File: src/rtl/ifetch_queue.sv
// Instruction fetch queue: streams words from instruction memory into a small FIFO
// and presents 1-word or 3-word (inst + 64-bit immediate) packets to the decoder.
module ifetch_queue #(
    parameter int DEPTH = 4
) (
    input  logic        clk,
    input  logic        reset,
    input  logic        redirect,
    input  logic [31:0] redirect_pc,
    output logic        im_req,
    output logic [31:0] im_addr,
    input  logic [31:0] im_rdata,
    input  logic        im_rvalid,
    output logic        out_valid,
    input  logic        out_ready,
    output logic [31:0] out_inst,
    output logic [63:0] out_imm,
    output logic        out_imm_en,
    output logic [31:0] out_pc
);

    // Handshakes: im_req is accepted every cycle it is high and its word returns on
    // im_rvalid exactly one cycle later; a packet transfers when out_valid & out_ready.
    localparam int PW = $clog2(DEPTH);
    localparam int CW = $clog2(DEPTH + 1);

    localparam logic [0:0] ST_RUN  = 1'b0;
    localparam logic [0:0] ST_DROP = 1'b1;

    logic [31:0]   mem_q [DEPTH];
    logic [31:0]   mem_d [DEPTH];
    logic [PW-1:0] wr_ptr_q, wr_ptr_d;
    logic [PW-1:0] rd_ptr_q, rd_ptr_d;
    logic [CW-1:0] count_q, count_d;
    logic          inflight_q, inflight_d;
    logic [0:0]    state_q, state_d;
    logic [31:0]   fpc_q, fpc_d;
    logic [31:0]   out_pc_q, out_pc_d;

    logic [31:0]   head;
    logic [31:0]   imm_lo;
    logic [31:0]   imm_hi;
    logic          head_is3;
    logic [CW-1:0] pkt_words;
    logic [CW:0]   occupancy;
    logic          outstanding;
    logic          push;
    logic          drop_word;
    logic          fire;
    logic [31:0]   redirect_aligned;
    logic          unused_pc_bits;

    function automatic logic [PW-1:0] ptr_add(input logic [PW-1:0] p, input logic [1:0] n);
        logic [PW:0] s;
        s = {1'b0, p} + (PW + 1)'(n);
        if (s >= (PW + 1)'(DEPTH)) begin
            s = s - (PW + 1)'(DEPTH);
        end
        return s[PW-1:0];
    endfunction

    assign redirect_aligned = {redirect_pc[31:2], 2'b00};
    assign unused_pc_bits   = ^redirect_pc[1:0];

    always_comb begin
        head      = mem_q[rd_ptr_q];
        imm_lo    = mem_q[ptr_add(rd_ptr_q, 2'd1)];
        imm_hi    = mem_q[ptr_add(rd_ptr_q, 2'd2)];
        head_is3  = head[3];
        pkt_words = head_is3 ? CW'(3) : CW'(1);
    end

    // A word still outstanding is one issued earlier whose im_rvalid has not yet arrived.
    assign occupancy   = {1'b0, count_q} + {{CW{1'b0}}, inflight_q};
    assign outstanding = inflight_q & ~im_rvalid;

    assign im_req  = ~reset & ~redirect & (state_q == ST_RUN) & ~outstanding &
                     (occupancy < (CW + 1)'(DEPTH));
    assign im_addr = fpc_q;

    assign out_valid  = (count_q >= pkt_words);
    assign out_inst   = head;
    assign out_imm_en = head[3];
    assign out_imm    = head_is3 ? {imm_hi, imm_lo} : 64'd0;
    assign out_pc     = out_pc_q;

    assign fire      = out_valid & out_ready;
    assign push      = im_rvalid & inflight_q & (state_q == ST_RUN) & ~redirect;
    assign drop_word = im_rvalid & inflight_q & (state_q == ST_DROP);

    always_comb begin
        mem_d      = mem_q;
        wr_ptr_d   = wr_ptr_q;
        rd_ptr_d   = rd_ptr_q;
        count_d    = count_q;
        inflight_d = inflight_q;
        state_d    = state_q;
        fpc_d      = fpc_q;
        out_pc_d   = out_pc_q;

        if (redirect) begin
            // A coincident handshake is simply absorbed by the flush.
            wr_ptr_d   = '0;
            rd_ptr_d   = '0;
            count_d    = '0;
            fpc_d      = redirect_aligned;
            out_pc_d   = redirect_aligned;
            inflight_d = outstanding;
            state_d    = outstanding ? ST_DROP : ST_RUN;
        end else begin
            if (push) begin
                mem_d[wr_ptr_q] = im_rdata;
                wr_ptr_d        = ptr_add(wr_ptr_q, 2'd1);
            end
            if (fire) begin
                rd_ptr_d = ptr_add(rd_ptr_q, head_is3 ? 2'd3 : 2'd1);
                out_pc_d = out_pc_q + (head_is3 ? 32'd12 : 32'd4);
            end
            count_d = count_q + CW'(push) - (fire ? pkt_words : CW'(0));

            if (im_req) begin
                fpc_d      = fpc_q + 32'd4;
                inflight_d = 1'b1;
            end else if (im_rvalid) begin
                inflight_d = 1'b0;
            end

            if (drop_word) begin
                state_d = ST_RUN;
            end
        end
    end

    always_ff @(posedge clk or posedge reset) begin
        if (reset) begin
            for (int i = 0; i < DEPTH; i++) begin
                mem_q[i] <= '0;
            end
            wr_ptr_q   <= '0;
            rd_ptr_q   <= '0;
            count_q    <= '0;
            inflight_q <= 1'b0;
            state_q    <= ST_RUN;
            fpc_q      <= '0;
            out_pc_q   <= '0;
        end else begin
            for (int i = 0; i < DEPTH; i++) begin
                mem_q[i] <= mem_d[i];
            end
            wr_ptr_q   <= wr_ptr_d;
            rd_ptr_q   <= rd_ptr_d;
            count_q    <= count_d;
            inflight_q <= inflight_d;
            state_q    <= state_d;
            fpc_q      <= fpc_d;
            out_pc_q   <= out_pc_d;
        end
    end

endmodule

File: config.mk
export PLATFORM = sky130hd
export DESIGN_NAME = ifetch_queue
export DESIGN_NICKNAME = d
export VERILOG_FILES = /design/src/rtl/ifetch_queue.sv
export SDC_FILE = /design/constraint.sdc
export NUM_CORES = 1
export LEC_CHECK = 0
export CAP_MARGIN = 20
export CORE_MARGIN = 4
export CORE_UTILIZATION = 57
export DETAILED_ROUTE_END_ITERATION = 16
export GPL_TIMING_DRIVEN = 1
export HOLD_SLACK_MARGIN = 0.02
export PLACE_DENSITY = 0.95
export SLEW_MARGIN = 20
export SYNTH_ARGS = -nofsm -noshare
export SYNTH_HDL_FRONTEND = slang
export SYNTH_SLANG_ARGS = --single-unit
File: constraint.sdc
create_clock -name clk -period 19.5 [get_ports clk]
set_input_delay 4.875 -clock clk [delete_from_list [all_inputs] [get_ports clk]]
set_output_delay 4.875 -clock clk [all_outputs]
set_load 0.01 [all_outputs]
# Word level (Yosys, flattened, before mapping)
# Cells that the tools add are included.
# W data, S select, Z words.
[classes]
n_lt_le_gt_ge = 11
mux = 36
n_reduce_logical = 7
n_addsub = 13
bitwise = 19
[op_table]
columns = ["cell", "n"]
rows = [
  ["$mux W32", 11],
  ["$bmux W32 S2", 3],
  ["$bwmux W128", 1],
  ["$demux W32 S2", 1],
  ["$mux W64", 1],
  ["$add A32 B3 Y32 const B", 1],
  ["$add A32 B4 Y32", 1],
  ["$ge A3 B3 Y1 const B", 8],
  ["$mux W2", 11],
  ["$not A2 Y3", 4],
  ["$and A1 B1 Y1", 10],
  ["$reduce_bool A2 Y1", 4],
  ["$sub A2 B1 Y2 const B", 4],
  ["$add A2 B1 Y3 const B", 2],
  ["$mux W1", 6],
  ["$not A1 Y1", 5],
  ["$add A3 B1 Y4", 1],
  ["$lt A4 B3 Y1 const B", 1],
  ["$mux W4", 1],
  ["$add A2 B2 Y3", 1],
  ["$add A2 B2 Y3 const B", 1],
  ["$add A3 B1 Y3", 1],
  ["$ge A3 B2 Y1", 1],
  ["$lt A3 B1 Y1 const B", 1],
  ["other kinds (5)", 5],
]
[word_totals]
in_bits = 69
reg_bits = 201
wordCells = 97
out_inout_bits = 163

# Depth between registers and ports, before layout
[logic_depth]
ltp_word = 10
depth_mapped = 17
ltp_nobuf = 15

# Worst setup path after synthesis
# Ideal clock, no wire load.
[synth_path]
kind = "input to output"
start = "in reset"
end = "out im_req"
path_stages = 4
arrival_ns = 10.223
t_required_ns = 14.625
path_buffers = 1
slack_ns = 4.402
cell_sequence = "inv_1 -> o211ai_1 -> buf_2 -> nor3_1"
[synth_between]
elab_chain_cells = 5
[synth_rtl]
columns = ["item", "line", "text"]
rows = [
  ["from (decl)", "7", "input logic reset,"],
  ["$not A1 Y1", "77", "assign im_req = ~reset & ~redirect & (state_q == ST_RUN) & ~outstanding &"],
  ["$and A1 B1 Y1 (4 in a row)", "77", ""],
  ["to (decl)", "10", "output logic im_req,"],
]
# Every way passes these cells.

# Worst setup path after layout
# Ends and elaborated chain as after synthesis.

==> qor.csv <==
metric,value,unit
min_path_type,flip-flop to flip-flop,
grt_max_degree,112,
tightest_slew,1.04,ns
finalCritPeriodShare,64.2,%
gpl.final_weighted_congestion,0.939,
status,"complete, no violations",
arrival,7.64,ns
grt_pass1_wl,48600,um
synth_seq_area_share,42.5,%
start_util,58.8,%
intPower,1.08,mW
vias,8549,
synth-seq-cells,197,
synth_cell_types,58,
maxSlewViolCount,0,
final_cell_mix,"225 x clkdlybuf4s50_1, 195 x dfrtp_1, 161 x mux2_2",
critPathCaptureType,output pin,
coreArea,19700,sq um
grt_overflow,0,
nNetsFinal,1162,
port_buffers,225,
netlist_instances,885,
dr.pass1.iters,5,
area_growth,26.2,%
rsz0062_at_grt,no,
post-route-drc-count,0,
drt_wl_total,30500,um
cap_violations,0,
p_comb_share,43.3,%
setup_tns,0,ns
slew_headroom,30.9,%
cts_num_sinks,197,
required,14.62,ns
clk_latency,0.43,ns
p_sw,0.597,mW
leakagePower,5.99,nW
drtIter0Drc,501,
power_per_cell_area,115,nW/um^2
clockBufferDepth,2,
antennaDiodeCount,0,
multiInputGateArea,6340,sq um
synth.avg_cell_area,13.1,sq um
skew,0.0115,ns
wire_per_inst,22.4,um
sw_frac_of_total,35.5,%
fp.dieW,151,um
ys_warn_count,0,
crit_path_start_kind,input pin,
synthArstFlopShare,100,%
fmax,0.0799,GHz
rows,51,
final_common_cell,clkdlybuf4s50_1,
min_period,12.51,ns
grt_use_total,27.6,%
grt_pass1_vias,8955,
postCtsHoldBufs,0,
fillers,1175,
antenna_found_initial,0,
boundaryPins,232,
synth_ff_type,dfrtp_1,
dp_hpwl,21000,um
finalHoldViolations,0,
path_max_fanout,111,
clk_pin_slew,0.06,ns
cts_made_buffers,17,
viasPerCell,6.30,
syn_area,11600,sq um
seq_area,4940,sq um
fp.dieH,151,um
post_cts_buffers,0,
layout-drive-gt1-share,29.4,%
pwr-share-seq,35.1,%
crit_type,input pin to output pin,
synth-edff-count,0,
ant_nets,0,
irDropWorstVdd,0.0000836,V
tritoncts,built,
post-route-util,74.3,%
setup_viol,0,
die_area,22700,sq um
clkPwrFrac,21.6,%
root_buffer,clkbuf_16,
htree_levels,4,
worst_hold_slack,0.553,ns
cts-resized-gates,0,
power by group through the flow:
stage / sequential [mW] / clock, mW / combinational (mW)
6_report: 0.590 / 0.363 / 0.729
3_5_place_dp: 0.596 / 0 / 0.729
3_3_place_gp: 0.585 / 0 / 0.706
5_1_grt: 0.605 / 0.386 / 0.785
2_1_floorplan: 0.535 / 0 / 0.489
4_1_cts: 0.590 / 0.367 / 0.734
sequential cells by signal (all words and copies together), names as in the netlist:
signal and cells:
out_pc 30, mem_q 128, im_addr 30, state_q 1, inflight_q 1, wr_ptr_q 2, count_q 3, rd_ptr_q 2
layout make-up:
cell class / count / area share [%]
clock buffers: 18 / 3.00
clock inverters: 13 / 1.13
inverters: 21 / 0.589
multi-input cells: 606 / 43.3
flip-flops and latches: 197 / 33.7
well taps: 265 / 2.26
repair buffers: 238 / 16.1
cell families after synthesis:
| group | share of synthesized area [%] |
|---|---|
| buf+inv | 3.11 |
| compound gates | 2.83 |
| fa+ha+maj | 1.42 |
| simple gates | 12.1 |
| other cells | 0.0323 |
| flops | 42.5 |
| mux | 33.8 |
| xor+xnor | 4.23 |
metrics by stage:
| stage | cell area, sq um | total power, mW | instances | worst slack, ns |
|---|---|---|---|---|
| 2_1_floorplan | 11600 | 1.02 | 888 | 4.40 |
| 3_3_place_gp | 14000 | 1.29 | 1326 | 6.95 |
| 3_5_place_dp | 14000 | 1.32 | 1326 | 6.92 |
| 4_1_cts | 14600 | 1.69 | 1357 | 6.89 |
| 5_1_grt | 14600 | 1.78 | 1358 | 6.78 |
| 6_report | 14600 | 1.68 | 1358 | 6.99 |
per-layer routing:
layer	up-vias	track usage [%]	share of wire, %
met5	-	0	0
met4	0	7.66	2.2
met3	55	7.77	9.2
met2	443	47.6	51
met1	4365	34.3	37
li1	3686	-	-
worst max-delay path, cell delays in order:
cell and delay [ns]:
clkdlybuf4s50_1 0.53, inv_8 0.58, o211ai_1 0.53, clkbuf_2 0.29
nor3_1 0.19, clkdlybuf4s50_1 0.59
worst paths after layout:
kind                               to   startpoint  slack (ns)  cells past startpoint
setup / recovery               im_req        reset        6.99                      6
hold / removal              mem_q[30]    mem_q[30]        0.55                      1
setup reg to reg           out_pc[11]  rd_ptr_q[1]       15.05                     11
hold reg to reg             mem_q[30]    mem_q[30]        0.55                      1
max in group asynchronous  mem_q[101]        reset       13.17                      3
min in group asynchronous   mem_q[90]        reset        5.05                      2
synthesized netlist by cell type (3+ instances only):
master	number	area (sq um)
dfrtp_1	197	4930
mux2_2	161	1810
mux4_2	93	2090
nor2b_1	65	407
xnor2_1	32	280
buf_1	30	113
nand2_1	29	109
nor2_1	26	97.6
xor2_1	24	210
inv_1	20	75.1
a21oi_1	18	90.1
nor3_1	17	85.1
clkbuf_1	16	60.1
nand3_1	16	80.1
nor4_1	15	93.8
buf_2	12	60.1
a21boi_0	10	75.1
ha_1	10	125
nand2b_1	10	62.6
and3_1	9	56.3
nand4_1	7	43.8
nor4_2	7	87.6
and4_1	6	52.6
buf_4	5	37.5
o21ai_0	4	20.0
a311oi_1	3	26.3
a31oi_1	3	18.8
nor4b_1	3	26.3
No activity file was read; power rests on OpenSTA's default activity.
